==> config.mk <==
export PLATFORM = sky130hd
export DESIGN_NAME = feynman_cascade_sequencer
export DESIGN_NICKNAME = d
export VERILOG_FILES = /design/src/rtl/feynman_cascade_sequencer.sv
export SDC_FILE = /design/constraint.sdc
export NUM_CORES = 1
export LEC_CHECK = 0
export ABC_AREA = 1
export CAP_MARGIN = 30
export CORE_ASPECT_RATIO = 0.7
export CORE_MARGIN = 4
export CORE_UTILIZATION = 35
export DETAILED_ROUTE_END_ITERATION = 8
export SETUP_SLACK_MARGIN = 0.3
export SKIP_CTS_REPAIR_TIMING = 1
export SYNTH_ARGS = -nofsm -noshare
export SYNTH_HDL_FRONTEND = slang
export SYNTH_SLANG_ARGS = --single-unit
==> constraint.sdc <==
create_clock -name clk -period 2.45 [get_ports clk]
set_input_delay 0.3675 -clock clk [delete_from_list [all_inputs] [get_ports clk]]
set_output_delay 0.3675 -clock clk [all_outputs]
set_load 0.03 [all_outputs]
==> src/rtl/feynman_cascade_sequencer.sv <==
// feynman_cascade_sequencer: runs a stored program of CNOT (Feynman) ops over a WIDTH-bit state, one op per clock
// Ports:
//   clk, rst                   clock, synchronous active-high reset
//   op_valid/op_ctrl/op_tgt    append an op {ctrl, tgt} to the program buffer
//   op_ready                   buffer can take an op this cycle (IDLE and not full)
//   prog_clear                 empty the program buffer (IDLE only)
//   op_count                   number of ops loaded
//   start/reverse/data_in      launch a run, forward or last-to-first, from data_in
//   data_out                   working state register
//   busy/done/err              running, one-cycle completion pulse, sticky illegal-op flag
module feynman_cascade_sequencer #(
    parameter int WIDTH = 8,
    parameter int DEPTH = 16,
    localparam int IDXW = $clog2(WIDTH),
    localparam int CW = $clog2(DEPTH + 1)
) (
    input  logic             clk,
    input  logic             rst,
    input  logic             op_valid,
    input  logic [IDXW-1:0]  op_ctrl,
    input  logic [IDXW-1:0]  op_tgt,
    output logic             op_ready,
    input  logic             prog_clear,
    output logic [CW-1:0]    op_count,
    input  logic             start,
    input  logic             reverse,
    input  logic [WIDTH-1:0] data_in,
    output logic [WIDTH-1:0] data_out,
    output logic             busy,
    output logic             done,
    output logic             err
);
    localparam int AW = (DEPTH > 1) ? $clog2(DEPTH) : 1;
    localparam logic [IDXW:0] WL = (IDXW + 1)'(WIDTH);

    typedef enum logic [1:0] {IDLE, RUN, DONE} state_t;

    state_t            state_q, state_d;
    logic [CW-1:0]     count_q, count_d;
    logic [CW-1:0]     pc_q, pc_d;
    logic [WIDTH-1:0]  data_q, data_d;
    logic              err_q, err_d;
    logic              rev_q, rev_d;
    logic              wr_en;
    logic [2*IDXW-1:0] prog_q [DEPTH];
    logic [2*IDXW-1:0] cur_op;
    logic [IDXW-1:0]   ctrl, tgt;
    logic              illegal, last;

    assign cur_op  = prog_q[pc_q[AW-1:0]];
    assign ctrl    = cur_op[2*IDXW-1:IDXW];
    assign tgt     = cur_op[IDXW-1:0];
    // Index range checks only matter when WIDTH is not a power of two
    assign illegal = (ctrl == tgt) || ({1'b0, ctrl} >= WL) || ({1'b0, tgt} >= WL);
    assign last    = rev_q ? (pc_q == '0) : (pc_q == count_q - CW'(1));

    assign op_ready = (state_q == IDLE) && (count_q < CW'(DEPTH));
    assign op_count = count_q;
    assign data_out = data_q;
    assign busy     = (state_q == RUN);
    assign done     = (state_q == DONE);
    assign err      = err_q;

    always_comb begin
        state_d = state_q;
        count_d = count_q;
        pc_d    = pc_q;
        data_d  = data_q;
        err_d   = err_q;
        rev_d   = rev_q;
        wr_en   = 1'b0;
        case (state_q)
            IDLE: begin
                if (prog_clear) begin
                    count_d = '0;
                end else begin
                    // An op accepted alongside start is appended first and joins the run
                    if (op_valid && op_ready) begin
                        wr_en   = 1'b1;
                        count_d = count_q + CW'(1);
                    end
                    if (start) begin
                        data_d  = data_in;
                        err_d   = 1'b0;
                        rev_d   = reverse;
                        pc_d    = reverse ? count_d - CW'(1) : '0;
                        state_d = (count_d == '0) ? DONE : RUN;
                    end
                end
            end
            RUN: begin
                if (illegal) err_d = 1'b1;
                else data_d[tgt] = data_q[tgt] ^ data_q[ctrl];
                if (last) state_d = DONE;
                else pc_d = rev_q ? pc_q - CW'(1) : pc_q + CW'(1);
            end
            default: state_d = IDLE;
        endcase
    end

    always_ff @(posedge clk) begin
        if (rst) begin
            state_q <= IDLE;
            count_q <= '0;
            pc_q    <= '0;
            data_q  <= '0;
            err_q   <= 1'b0;
            rev_q   <= 1'b0;
        end else begin
            state_q <= state_d;
            count_q <= count_d;
            pc_q    <= pc_d;
            data_q  <= data_d;
            err_q   <= err_d;
            rev_q   <= rev_d;
        end
    end

    // Program storage needs no reset: only entries below op_count are ever read
    always_ff @(posedge clk) begin
        if (wr_en) prog_q[count_q[AW-1:0]] <= {op_ctrl, op_tgt};
    end
endmodule

==> metrics.md <==
| Metric | Value |
|---|---|
| Status | complete, no violations |
| Asr flop ratio synth | 0% |
| FF+latch count, synth | 122 |
| Setup TNS | 0 ps |
| Clock transition at the registers of the reported paths | 60 ps |
| Crit path DAT | 2500 ps |
| Rel. slew slack | 52.6% |
| Core ar. | 17100 sq um |
| Fillers | 1599 |
| GRT Total Usage | 15.9% |
| Port Buf Inserts | 36 |
| Number of global-route vias before repair | 4508 |
| Die width | 166 um |
| CTS tree | yes |
| Pwr dens | 799 nW/um^2 |
| Syn nets | 734 |
| Critical setup path kind | reg -> reg |
| Synth Cell Area | 6100 sq um |
| Number of buffers created by CTS | 17 |
| Area taken by multi-input logic gates | 2550 sq um |
| Reg area | 3410 sq um |
| Htree depth | 4 |
| Synthesis Warnings | 0 |
| Placed cells | 977 |
| Layout cell share with drive strength beyond 1 | 20.5% |
| Ant. Diodes | 0 |
| Max-slew violations | 0 |
| RSZ-0062 raised after global routing | yes |
| DR pass1 iterations | 5 |
| Sequential fraction of the synthesis area | 55.8% |
| Post-synth top area cell | edfxtp_1 |
| Min Clock Period, post-route | 2200 ps |
| Die Ht | 118 um |
| Area fraction of the dominant cell type after synthesis | 47.3% |
| Routability-driven placement congestion ratio | 0.887 |
| Slew @ Worst Pin | 709 ps |
| Startpoint types | register |
| Via density | 4.80 |
| Starting DRT DRC Count | 452 |
| Hold WC Path Type | reg -> reg |
| Hpwl dp | 10.3 mm |
| Top post-synthesis cells by area | edfxtp_1 (47%), nand2_1 (13%), dfxtp_1 (8.5%), nand3_1 (5.6%), inv_1 (5.5%) |
| LEAKAGE | 3.38 nW |
| Placed Area | 6860 sq um |
| Peak supply drop | 0.000534 V |
| First-pass GRT wire length | 24.6 mm |
| Peak fanout along the critical path | 8 |
| Post-Synthesis Cells | 704 |
| Tcrit/Tclk final | 89.7% |
| GR Overflow Total | 0 |
| Area delta synth->final | 33.3% |
| WP buf/inv | 3 |
| NumNets Final | 816 |
| Fin cells | 1030 |
| Max cap viols | 0 |
| IO Count | 37 |
| Fmax | 0.455 GHz |
| Post-synth EDFFs | 96 |
| Syn_area_per_cell | 8.66 sq um |
| Post-synth top cells | nand2_1 (211), edfxtp_1 (96), inv_1 (90), nor2_1 (71), nand3_1 (68) |
| Sink Count | 122 |
| Routed via count | 4943 |
| Endpoint class of the critical path | register |
| Clk_skew | 10.1 ps |
| Clock Tree Buf Depth | 2 |
| Top delay family on crit path | simple AND/OR/NAND/NOR gates |
| Post-route ant nets | 0 |
| Fin Hold WS | 473 ps |
| Dominant cell by count in the synthesized netlist | nand2_1 |
| Post-DR wirelength/cell | 16.0 um |
| CTS root buf | clkbuf_16 |
| Main synth FF type | edfxtp_1 |
| Post-synth cell types | 32 |
| Initial core utilization | 35.6% |
| Number of remaining DRC errors | 0 |
| Rows | 40 |
| Worst-Skew Late Latency | 410 ps |
| Initial antenna violation count | 0 |
| Final hold vios | 0 |
| Post-Route WL | 16.5 mm |
| CP peak stage delay | 400 ps |
| Slowest cell on crit path | dfxtp_4 |
| Largest net degree at the start of global routing | 35 |
| CP cell instances | buf_12 > clkbuf_16 > o211ai_1 > nand3_1 > nand3_2 > nand2_4 > inv_4 > nand2_2 > nand2_2 > nand3_2 > nand2_4 > nand2_8 > nand2_4 > nand2_2 > nand2_1 > a21oi_2 |
| CP required | 2750 ps |
| Design Area, Final | 8130 sq um |
| Final setup violation count | 0 |
| Die ar. | 19600 sq um |
[cells by family (layout without fill, tap and decap cells)]
| kind of cell | Yosys count | count (layout) | share of synthesized area, % |
|---|---|---|---|
| AND/OR/NAND/NOR | 380 | 381 | 26.3 |
| flip-flops | 122 | 122 | 55.8 |
| buffers and inverters | 118 | 212 | 8.21 |
| AO/OA/AOI/OAI | 60 | 60 | 5.46 |
| XOR/XNOR | 14 | 14 | 2.01 |
| adder cells (fa/ha/maj) | 10 | 10 | 2.17 |
[layer usage]
metal,global-route usage [%],vias to the layer above,share of wire [%]
met4,3.76,0,1.1
met2,21.9,148,42
met5,0,-,0
met1,24.9,2325,50
li1,-,2452,-
met3,3.81,18,6.0
[worst reg2reg max path, delay by kind of cell, from the launching register on]
kind / cells / cell delay (ps)
AND/OR/NAND/NOR: 11 / 1020
flip-flops: 1 / 400
buffers and inverters: 3 / 400
AO/OA/AOI/OAI: 2 / 270
[flip-flops by register name, indices dropped and copies added (netlist names), named ones only]
signal / count
data_out: 8
err: 1
op_count: 5
pc_q: 5
prog_q: 96
rev_q: 1
state_q: 2
[layout by cell type, fill, tap and decap left out, drive strengths merged]
cell type	netlist	layout
clkbuf	4	24
a31oi	1	1
nand2	225	226
and3	1	1
edfxtp	96	96
o22ai	5	5
clkinvlp	0	7
fa	1	1
dlymetal6s2s	0	2
xor2	7	7
a21oi	24	24
a21o	1	1
o211ai	7	7
dfxtp	26	26
nor2	72	72
nand3	72	72
xnor2	7	7
o21ai	20	20
a211oi	2	2
buf	18	41
clkdlybuf4s50	0	34
nand4	2	2
ha	9	9
inv	96	96
clkinv	0	8
nor3	8	8
[path summary, 6_finish.rpt]
path	cells past startpoint	to	start	slack, ps
max	16	data_out[0]$_SDFFE_PP0P_	register	250
min	2	err$_SDFFE_PP0P_	err$_SDFFE_PP0P_	470
max reg2reg	16	data_out[0]$_SDFFE_PP0P_	register	250
min reg2reg	2	err$_SDFFE_PP0P_	err$_SDFFE_PP0P_	470
[layout make-up]
| cell class | instances | area share (%) |
|---|---|---|
| sequential | 122 | 42.0 |
| multi-input combinational | 465 | 31.3 |
| timing repair buffer | 84 | 11.9 |
| clock buffer | 17 | 5.23 |
| inverter | 96 | 4.69 |
| tap | 231 | 3.56 |
| clock inverter | 15 | 1.28 |
[where the power goes]
part / total, mW / internal, mW / switching [mW]
clock: 2.22 / 1.28 / 0.933
combinational: 1.92 / 0.745 / 1.17
sequential: 2.36 / 2.29 / 0.0653
[per-stage QoR]
step / setup slack [ps] / power (mW) / util [%]
floorplan: 300 / 3.35 / -
global placement: 156 / 3.77 / 40.1
detailed placement: 117 / 3.78 / 40.1
CTS: 141 / 6.00 / 43.2
global route: 126 / 6.82 / 47.5
finish: 251 / 6.50 / 47.5
Power figures use the tool's default switching activity.
